$ cat src/rtl/button_pulse_conditioner.sv
// Synchronises, debounces and edge-detects NUM_BTN push-buttons into clean level and strobe outputs.
// Optional macro BTN_AUTOREPEAT_EN adds press auto-repeat while a button stays held.
module button_pulse_conditioner #(
   parameter int NUM_BTN         = 2,
   parameter int DEBOUNCE_CYCLES = 1000000,
   parameter int REPEAT_DELAY    = 50000000,
   parameter int REPEAT_PERIOD   = 10000000
) (
   input  logic               CLK,
   input  logic               RESET,
   input  logic [NUM_BTN-1:0] BTN_IN,
   output logic [NUM_BTN-1:0] BTN_STATE,
   output logic [NUM_BTN-1:0] PRESS_PULSE,
   output logic [NUM_BTN-1:0] RELEASE_PULSE
);

   // state        | meaning
   // IDLE         | debounced level 0, input low
   // PRESS_WAIT   | input went high, counting stable-high cycles
   // HELD         | debounced level 1, input high
   // RELEASE_WAIT | input went low, counting stable-low cycles
   typedef enum logic [1:0] {
      IDLE         = 2'd0,
      PRESS_WAIT   = 2'd1,
      HELD         = 2'd2,
      RELEASE_WAIT = 2'd3
   } chan_state_t;

   localparam int CNT_W = $clog2(DEBOUNCE_CYCLES + 1);
   localparam logic [CNT_W-1:0] CNT_ONE  = CNT_W'(1);
   localparam logic [CNT_W-1:0] CNT_LAST = CNT_W'(DEBOUNCE_CYCLES - 1);

   if (DEBOUNCE_CYCLES < 2 || REPEAT_DELAY < 1 || REPEAT_PERIOD < 1) begin : g_bad_param
      $error("button_pulse_conditioner: DEBOUNCE_CYCLES must be >=2, REPEAT_* >=1");
   end

`ifdef BTN_AUTOREPEAT_EN
   localparam int RPT_MAX = (REPEAT_DELAY > REPEAT_PERIOD) ? REPEAT_DELAY : REPEAT_PERIOD;
   localparam int RCNT_W  = $clog2(RPT_MAX + 1);
   localparam logic [RCNT_W-1:0] RCNT_ONE   = RCNT_W'(1);
   localparam logic [RCNT_W-1:0] DELAY_LAST = RCNT_W'(REPEAT_DELAY - 1);
   localparam logic [RCNT_W-1:0] PERIOD_LAST = RCNT_W'(REPEAT_PERIOD - 1);
`endif

   logic [NUM_BTN-1:0] sync_meta;
   logic [NUM_BTN-1:0] sync_ff;

   always_ff @(posedge CLK or negedge RESET) begin
      if (!RESET) begin
         sync_meta <= '0;
         sync_ff   <= '0;
      end else begin
         sync_meta <= BTN_IN;
         sync_ff   <= sync_meta;
      end
   end

   for (genvar i = 0; i < NUM_BTN; i++) begin : g_chan
      chan_state_t      state, state_nxt;
      logic [CNT_W-1:0] cnt, cnt_nxt;
      logic             level, level_nxt;
      logic             press_q, press_nxt;
      logic             rel_q, rel_nxt;
      logic             sync_bit;

      assign sync_bit = sync_ff[i];

`ifdef BTN_AUTOREPEAT_EN
      logic [RCNT_W-1:0] rcnt, rcnt_nxt;
      logic              rpt_arm, rpt_arm_nxt;
      logic              rpt_fire;

      // First repeat waits the long delay, later ones use the shorter period.
      assign rpt_fire = rpt_arm ? (rcnt == PERIOD_LAST) : (rcnt == DELAY_LAST);
`endif

      always_comb begin
         state_nxt = state;
         cnt_nxt   = cnt;
         level_nxt = level;
         press_nxt = 1'b0;
         rel_nxt   = 1'b0;
`ifdef BTN_AUTOREPEAT_EN
         rcnt_nxt    = '0;
         rpt_arm_nxt = 1'b0;
`endif
         case (state)
            IDLE: begin
               if (sync_bit) begin
                  state_nxt = PRESS_WAIT;
                  cnt_nxt   = CNT_ONE;
               end else begin
                  cnt_nxt   = '0;
               end
            end
            PRESS_WAIT: begin
               if (!sync_bit) begin
                  state_nxt = IDLE;
                  cnt_nxt   = '0;
               end else if (cnt == CNT_LAST) begin
                  state_nxt = HELD;
                  cnt_nxt   = '0;
                  level_nxt = 1'b1;
                  press_nxt = 1'b1;
               end else begin
                  cnt_nxt   = cnt + CNT_ONE;
               end
            end
            HELD: begin
               if (!sync_bit) begin
                  state_nxt = RELEASE_WAIT;
                  cnt_nxt   = CNT_ONE;
               end else begin
`ifdef BTN_AUTOREPEAT_EN
                  if (rpt_fire) begin
                     press_nxt   = 1'b1;
                     rcnt_nxt    = '0;
                     rpt_arm_nxt = 1'b1;
                  end else begin
                     rcnt_nxt    = rcnt + RCNT_ONE;
                     rpt_arm_nxt = rpt_arm;
                  end
`endif
               end
            end
            RELEASE_WAIT: begin
               if (sync_bit) begin
                  state_nxt = HELD;
                  cnt_nxt   = '0;
               end else if (cnt == CNT_LAST) begin
                  state_nxt = IDLE;
                  cnt_nxt   = '0;
                  level_nxt = 1'b0;
                  rel_nxt   = 1'b1;
               end else begin
                  cnt_nxt   = cnt + CNT_ONE;
               end
            end
            default: begin
               state_nxt = IDLE;
               cnt_nxt   = '0;
               level_nxt = 1'b0;
            end
         endcase
      end

      always_ff @(posedge CLK or negedge RESET) begin
         if (!RESET) begin
            state   <= IDLE;
            cnt     <= '0;
            level   <= 1'b0;
            press_q <= 1'b0;
            rel_q   <= 1'b0;
         end else begin
            state   <= state_nxt;
            cnt     <= cnt_nxt;
            level   <= level_nxt;
            press_q <= press_nxt;
            rel_q   <= rel_nxt;
         end
      end

`ifdef BTN_AUTOREPEAT_EN
      always_ff @(posedge CLK or negedge RESET) begin
         if (!RESET) begin
            rcnt    <= '0;
            rpt_arm <= 1'b0;
         end else begin
            rcnt    <= rcnt_nxt;
            rpt_arm <= rpt_arm_nxt;
         end
      end
`endif

      assign BTN_STATE[i]     = level;
      assign PRESS_PULSE[i]   = press_q;
      assign RELEASE_PULSE[i] = rel_q;
   end

endmodule

$ cat config.mk
export PLATFORM = sky130hd
export DESIGN_NAME = button_pulse_conditioner
export DESIGN_NICKNAME = d
export VERILOG_FILES = /design/src/rtl/button_pulse_conditioner.sv
export SDC_FILE = /design/constraint.sdc
export NUM_CORES = 1
export LEC_CHECK = 0
export CAP_MARGIN = 10
export CORE_ASPECT_RATIO = 0.8
export CORE_UTILIZATION = 59
export DETAILED_ROUTE_END_ITERATION = 12
export DONT_BUFFER_PORTS = 1
export PLACE_DENSITY = 0.72
export SYNTH_ARGS = -nofsm -noshare
export SYNTH_HDL_FRONTEND = slang
export SYNTH_SLANG_ARGS = --single-unit
$ cat constraint.sdc
create_clock -name CLK -period 4.59 [get_ports CLK]
set_clock_uncertainty 0.1 [all_clocks]
set_input_delay 1.1475 -clock CLK [delete_from_list [all_inputs] [get_ports CLK]]
set_output_delay 1.1475 -clock CLK [all_outputs]
set_load 0.01 [all_outputs]
Word-level counts from Yosys, hierarchy flattened --
Index checks and enable logic that the tools add are counted.
Operators by class: add/subtract/negate cells 2, equality and inequality tests 24, multiplexer cells 46, reduce and logical (&&, ||, !) cells 8
Operator list (number):
- $mux W20 | 8
- $pmux W20 S4 | 2
- $add A20 B1 Y20 const B | 2
- $eq A20 B20 Y1 const B | 2
- $mux W2 | 12
- $ne A2 B2 Y1 const B | 12
- $mux W1 | 20
- $pmux W2 S4 | 2
- $ne A3 B3 Y1 const B | 4
- $reduce_and A5 Y1 | 2
- $eq A2 B2 Y1 const B | 4
- $reduce_and A4 Y1 | 2
- $eq A2 B1 Y1 const B | 2
- $logic_not A2 Y1 | 2
- $pmux W1 S2 | 2
- $reduce_bool A2 Y1 | 2
Word-level totals: register bits after elaboration 54, bits of input ports 4, output and inout bits 6, word-level logic and storage cells 92

Depth between registers and ports, before layout --
Gate-level depths: netlist (run 1).
word-level depth 4, mapped depth 8

Worst setup path before layout (run 1) --
OpenSTA, ideal clock, no wires.
path type register to register, start register g_chan[0].cnt[10], end register g_chan[0].cnt[3], arrival 1643 ps, data required time 4369 ps, path slack 2726 ps, stages on the path, launching flop included 7, cells stage by stage dfrtp_1 -> or4_4 -> nor2_4 -> a21oi_4 -> buf_6 -> a21o_1 -> a22o_1
Between the ends: longest elaborated chain between the ends 4, elaborated cells on any way between the ends 5, classes of those cells eq/ne: 1; mux: 4
Ends and longest elaborated chain:
- start, declared | RTL line 60 | logic [CNT_W-1:0] cnt, cnt_nxt;
- start signal, assigned | RTL line 156 | cnt <= cnt_nxt;
- $eq A20 B20 Y1 * | RTL line 100, 130
- $mux W20 * | RTL line 100, 130
- $mux W20, on equally long branches | RTL line 127, 97
- $pmux W20 S4 * | RTL line 87 | case (state)
Every way passes the cells marked *; elsewhere a longest branch is shown, timed or not. A chain may end at the register's enable or synchronous reset.

Final worst setup path (run 1) --
start register g_chan[0].cnt[0], end register g_chan[0].cnt[7]
Between the ends: longest elaborated chain between the ends 4, elaborated cells on any way between the ends 6, classes of those cells add/sub: 1; eq/ne: 1; mux: 4
Ends and longest elaborated chain (RTL line):
- $add A20 B1 Y20 / $eq A20 B20 Y1 (equally long branches)
- $mux W20 * | 100, 130
- $mux W20, on equally long branches | 127, 97
- $pmux W20 S4 * | 87
Marked as above.

==> reports/qor.yml, run 1 <==
antenna_cells: 0
crit_fanout: 35
yosysTopAreaCellShare_pct: 48.3
worstHoldStart: "sync_meta[0]"
async_flop_share_pct: 100
cts.sinks: 54
final_net_count: 292
reg2regPathDepth: 6
syn_area_per_cell_um2: 9.56
synth_area_leaders: "dfrtp_1 48%, a31oi_1 5.4%, nand3_1 3.9%"
hold_viol: 0
place.gp.congestion: 0.774
die_h_um: 63.6
m1WireLength_um: 2780
hp-class: "reg -> reg"
power_frac_seq_pct: 62.8
grt-ovfl-total: 0
endpoint_kind: "flop"
grt_max_degree: 55
synth_most_common_cell: "dfrtp_1"
critPathKind: "reg -> reg"
synth_common_cells: "54 x dfrtp_1, 29 x nand2_1, 24 x a31oi_1"
wl_met2_um: 2170
start_util_pct: 61.3
dr.first_iter.drc_count: 173
wl_um: 5280
synth_fp_nets: 299
postRouteAntennaNets: 0
top_layer: "met4"
max_stage_delay_ps: 650
post_cts_buffers: 0
cts_max_level: 2
grt_pass1_wl_um: 9170
fp.dieW_um: 79.0
routed_via_density: 6.37
synth_edf_count: 0
finalMaxSlewViolations: 0
crit_family: "compound AO/OA/AOI/OAI gates"
critical_path_buf_inv_count: 0
regToRegEndpoint: "g_chan[0].cnt[7]"
slowest_stage: "a21oi_4"
syn2layout_area_growth_pct: 2.41
antenna_found_initial: 0
route.met3.wl_um: 289
fill_cells: 390
drtPass1Iterations: 4
drcViolationCount: 0
hold_buffers: 0
r2r-start: "g_chan[0].cnt[0]"
status: "completed"
holdPathEnd: "sync_ff[0]"
worst_skew_pair.late_latency_ps: 300
setup_slack_ps: 2110
fmax_mhz: 403
setup.worst_path.start_class: "flop"
synth_top_area_cell: "dfrtp_1"
port_buffers: 0
synth_cells: 293
synth_cell_types: 44
period_share_pct: 54.1
core_mm2: 0.00457
clk_pin_slew_ps: 90
track_usage_pct: 23.3
reg2reg_slack_ps: 2110
fin_crit_ps: 2480
crit_required_ps: 4700
hold_depth: 0
p_sw_share_pct: 22.5
cts_max_path_buffers: 2
ys_ff_latch: 54
io_pins: 10
rsz0062_at_grt: "false"
yosysWarnings: 0
clkPwrFrac_pct: 33.1
fin_setup_tns_ps: 0
synthFlopType: "dfrtp_1"
setup_violations: 0
netlist_area_mm2: 0.00280
cp.arrival_ps: 2600
ctsRootBufferMaster: "clkbuf_8"
vdd.ir_drop.worst_uv: 201
place_hpwl_um: 3460
worst_pin_slew_ps: 1080
place_ws_ps: 2090
routedWlPerCell_um: 15.3
p_leak_nw: 1.24
max_cap_viol_count: 0
switchingPower_mw: 0.179
num_rows: 22
crit_path_cell_trace: "ha_1, nand3_1, and4bb_2, a21oi_4, o21ai_0, a31oi_1"
drive_above_1_share_pct: 4.91
grt_pass1_vias: 1924
slew_headroom_pct: 28.1
cts_tree: "done"
intPower_mw: 0.617
yosysSeqAreaShare_pct: 48.3
vias: 2197
power_density_mw_per_mm2: 278
cts.repair.resized: 0
dieArea_mm2: 0.00503
pwr-share-comb_pct: 4.1
cts_buffers: 5
-- area by class of cell --
| type | count | area (um^2) | share of cell area (%) |
|---|---|---|---|
| Sequential cell | 54 | 1350 | 47.1 |
| Multi-Input combinational cell | 216 | 1310 | 45.8 |
| Clock buffer | 6 | 82.6 | 2.88 |
| Tap cell | 60 | 75.1 | 2.62 |
| Inverter | 7 | 26.3 | 0.916 |
| Timing Repair Buffer | 2 | 20.0 | 0.698 |
-- cells in the final DEF, fill, tap and decap left out, drive strengths merged --
master	n
a22o	10
a41oi	6
or4bb	1
o2bb2ai	1
a2bb2oi	2
and4	1
clkbuf	6
and2	2
a21o	5
nor3b	3
mux2i	1
and4bb	1
ha	2
nor4	4
xor2	4
and3	6
nand3b	2
nand4	3
nand2b	5
dfrtp	54
xnor2	3
a221o	1
o211a	1
or2b	3
a21oi	21
nand2	29
nand4b	1
nor2	19
or4	3
inv	7
o31a	2
buf	2
a31oi	24
or3	4
o21ai	13
nor3	11
nand3	22
-- worst max-delay path by stage --
stage / start / to / slack (ps) / cells after the start
after floorplan: g_chan[0].cnt[10] / g_chan[0].cnt[3] / 2730 / 6
final: g_chan[0].cnt[0] / g_chan[0].cnt[7] / 2110 / 6
after global placement: g_chan[0].cnt[0] / g_chan[0].cnt[7] / 2160 / 6
after global routing: g_chan[0].cnt[0] / g_chan[0].cnt[19] / 1900 / 6
after detailed placement: g_chan[1].cnt[0] / g_chan[1].cnt[5] / 2090 / 6
after CTS: g_chan[1].cnt[0] / g_chan[1].cnt[5] / 2090 / 6
-- registers in the layout, summed over array words and instances, names as in the netlist, named ones only --
register / flops
g_chan.cnt: 40
g_chan.press_q: 2
g_chan.rel_q: 2
g_chan.state: 2
g_chan.level: 2
sync_ff: 2
sync_meta: 2
-- layer usage --
metal,vias to the layer above,track usage [%]
met5,-,0
met1,1063,37.8
met4,0,5.45
li1,1076,-
met3,5,4.35
met2,53,31.7
-- worst register-to-register path: stages, from the launching register on --
cell	delay (ps)
dfrtp_1	430
ha_1	240
nand3_1	230
and4bb_2	310
a21oi_4	650
o21ai_0	220
a31oi_1	230
-- through the flow --
stage          power [mW]  area, um^2  hold slack, ps  util, %  cells
2_1_floorplan       0.536        2800             231        -    293
4_1_cts             0.800        2850             257     62.3    343
3_5_place_dp        0.539        2770             236     60.5    337
3_3_place_gp        0.539        2770             236     60.5    337
6_report            0.796        2870             256     62.8    345
5_1_grt             0.826        2870             267     62.8    345
-- power by group through the flow --
stage                     clock (mW)  combinational [mW]  sequential, mW
final                          0.264              0.0330           0.500
after floorplan                    0              0.0302           0.506
after detailed placement           0              0.0305           0.509
after global routing           0.286              0.0373           0.502
after CTS                      0.270              0.0313           0.499
after global placement             0              0.0301           0.509
-- kinds of logic (layout without fill, tap and decap cells) --
group / Yosys count / after routing / synth area share, %
simple gates: 120 / 120 / 22.7
buf+inv: 23 / 15 / 5.09
xor+xnor: 7 / 7 / 2.19
mux: 1 / 1 / 0.357
fa+ha+maj: 2 / 2 / 0.894
flops: 54 / 54 / 48.3
compound gates: 86 / 86 / 20.5
Power figures use the tool's default switching activity.
==> run 2: changes to the inputs <==
==> constraint.sdc (replaced) <==
create_clock -name CLK -period 2.59 [get_ports CLK]
set_clock_uncertainty 0.1 [all_clocks]
set_input_delay 0.6475 -clock CLK [delete_from_list [all_inputs] [get_ports CLK]]
set_output_delay 0.6475 -clock CLK [all_outputs]
set_load 0.01 [all_outputs]
==> run 2 against run 1 <==
Register-to-register slack worse by 1800 ps. Non-clock buffer count up 7. Clock power up 66%. Count of clock-buffer cells in the layout up 1. Routed wire length up 4.4%. Power up 77%. Largest power group unchanged. Critical path depth up 1. Via count up 0.73%. Flip-flop and latch count unchanged. Combinational power rose to 2.5 times the previous value.
==> reports/qor.yml, run 2 (synthesis results as in run 1) <==
num_rows: 22  # unchanged
start_util_pct: 61.3  # unchanged
wl_um: 5520  # +4.4%
final_common_cell: "dfrtp_1"
finalMaxSlewViolations: 0  # unchanged
port_buffers: 0  # unchanged
worst_pin_slew_ps: 616  # -460 ps
vdd.ir_drop.worst_uv: 356  # +77%
crit_fanout: 17  # -51%
fp.dieW_um: 79.0  # unchanged
cts.repair.resized: 0  # unchanged
largest_register_ffs: 40  # unchanged
cts_max_level: 2  # unchanged
antenna_found_initial: 0  # unchanged
dr.first_iter.drc_count: 148  # -14%
grt_pass1_vias: 1919  # -0.26%
final_net_count: 299  # +2.4%
p_leak_nw: 1.28  # +3.2%
endpoint_kind: "flop"
drcViolationCount: 0  # unchanged
clk_pin_slew_ps: 90  # about the same
die_h_um: 63.6  # unchanged
critPathKind: "reg -> reg"
syn2layout_area_growth_pct: 5.05
ctsRootBufferMaster: "clkbuf_8"
drtPass1Iterations: 4  # unchanged
worst_skew_pair.late_latency_ps: 300  # about the same
place_ws_ps: 354  # -1740 ps
setup.worst_path.start_class: "flop"
io_pins: 10  # unchanged
post_cts_buffers: 0  # unchanged
routedWlPerCell_um: 15.6  # +2.0%
routed_via_density: 6.27  # -1.6%
grt_pass1_wl_um: 9150  # -0.23%
drive_above_1_share_pct: 6.83  # +1.9 points
hp-class: "in -> async"
core_mm2: 0.00457  # unchanged
crit_required_ps: 2700  # -2000 ps
place.gp.congestion: 0.807  # +4.2%
grt-ovfl-total: 0  # unchanged
fmax_mhz: 447  # +11%
dieArea_mm2: 0.00503  # unchanged
layout_common_cells: "54 x dfrtp_1, 29 x nand2_1, 23 x a31oi_1"
largest-register: "g_chan.cnt"
cts_tree: "done"
crit_path_cell_trace: "ha_1, nand3_1, and4bb_2, a21oi_4, buf_12, a41oi_1, a31oi_1"
grt_max_degree: 55  # unchanged
max_stage_delay_ps: 430  # -220 ps
period_share_pct: 86.4  # +32 points
status: "completed"
cts_max_path_buffers: 2  # unchanged
vias: 2213  # +0.73%
max_cap_viol_count: 0  # unchanged
antenna_cells: 0  # unchanged
slew_headroom_pct: 58.8  # +31 points
rsz0062_at_grt: "false"
setup_slack_ps: 352  # -1750 ps
cp.arrival_ps: 2350  # -250 ps
fill_cells: 393  # +0.77%
fin_setup_tns_ps: 0  # unchanged
postRouteAntennaNets: 0  # unchanged
place_hpwl_um: 3690  # +6.8%
cts.sinks: 54  # unchanged
power_density_mw_per_mm2: 478  # +72%
cts_buffers: 5  # unchanged
fin_crit_ps: 2240  # -246 ps
slowest_stage: "dfrtp_1"
hold_viol: 0  # unchanged
whs_ps: 95.1  # -161 ps
track_usage_pct: 23.6  # +0.28 points
setup_violations: 0  # unchanged
==> run 2: cell count changes in the layout (fill, tap and decap cells not counted), sizes merged <==
cell	delta
buf	+7
clkbuf	+1
==> run 2: layout make-up <==
class | instances | area, um^2 | share of cell area (%)
inverters | 7 | 26.3 | 0.893
repair buffers | 9 | 100 | 3.40
well taps | 60 | 75.1 | 2.55
clock buffers | 7 | 76.3 | 2.59
flip-flops and latches | 54 | 1350 | 45.9
multi-input cells | 216 | 1310 | 44.6
==> run 2: timing repair <==
| item | CTS | global route |
|---|---|---|
| hold buffers | 1 | 0 |
| endpoints found under the hold margin | 54 | 0 |
| setup endpoints to repair | 0 | 0 |
==> run 2: final timing paths <==
check | start | end | cells past startpoint | slack (ps)
setup / recovery | g_chan[0].cnt[0] | g_chan[0].cnt[12] | 7 | 350
hold / removal | RESET | g_chan[1].cnt[16] | 1 | 100
setup reg to reg | g_chan[0].cnt[0] | g_chan[0].cnt[12] | 7 | 350
hold reg to reg | sync_meta[1] | sync_ff[1] | 0 | 260
max in group asynchronous | RESET | g_chan[1].cnt[11] | 1 | 2060
min in group CLK | sync_meta[1] | sync_ff[1] | 0 | 260
==> run 2: power breakdown <==
part | internal [mW] | switching, mW | total, mW
Combinational | 0.0332 | 0.0496 | 0.0828
Sequential | 0.862 | 0.0248 | 0.887
Clock | 0.187 | 0.250 | 0.437
==> run 2: through the flow <==
stage | cells | utilization, % | area (um^2) | power [mW]
finish | 353 | 64.4 | 2940 | 1.41
global route | 353 | 64.4 | 2940 | 1.47
CTS | 353 | 64.4 | 2940 | 1.43
detailed placement | 345 | 62.1 | 2840 | 0.964
global placement | 345 | 62.1 | 2840 | 0.963
floorplan | 293 | - | 2800 | 0.951
==> run 2: per-layer routing <==
layer | GRT usage (%) | share of wire, % | vias up
met1 | 38.6 | 52 | 1080
met4 | 6.14 | 0.80 | 0
met2 | 30.9 | 42 | 41
met5 | 0 | 0 | -
li1 | - | - | 1088
met3 | 4.78 | 4.4 | 4
==> run 2: worst max-delay path: cells and delay by family (launching register included) <==
family	cells	cell delay, ps
compound gates	3	660
fa+ha+maj	1	240
simple gates	2	510
buf+inv	1	200
flops	1	430
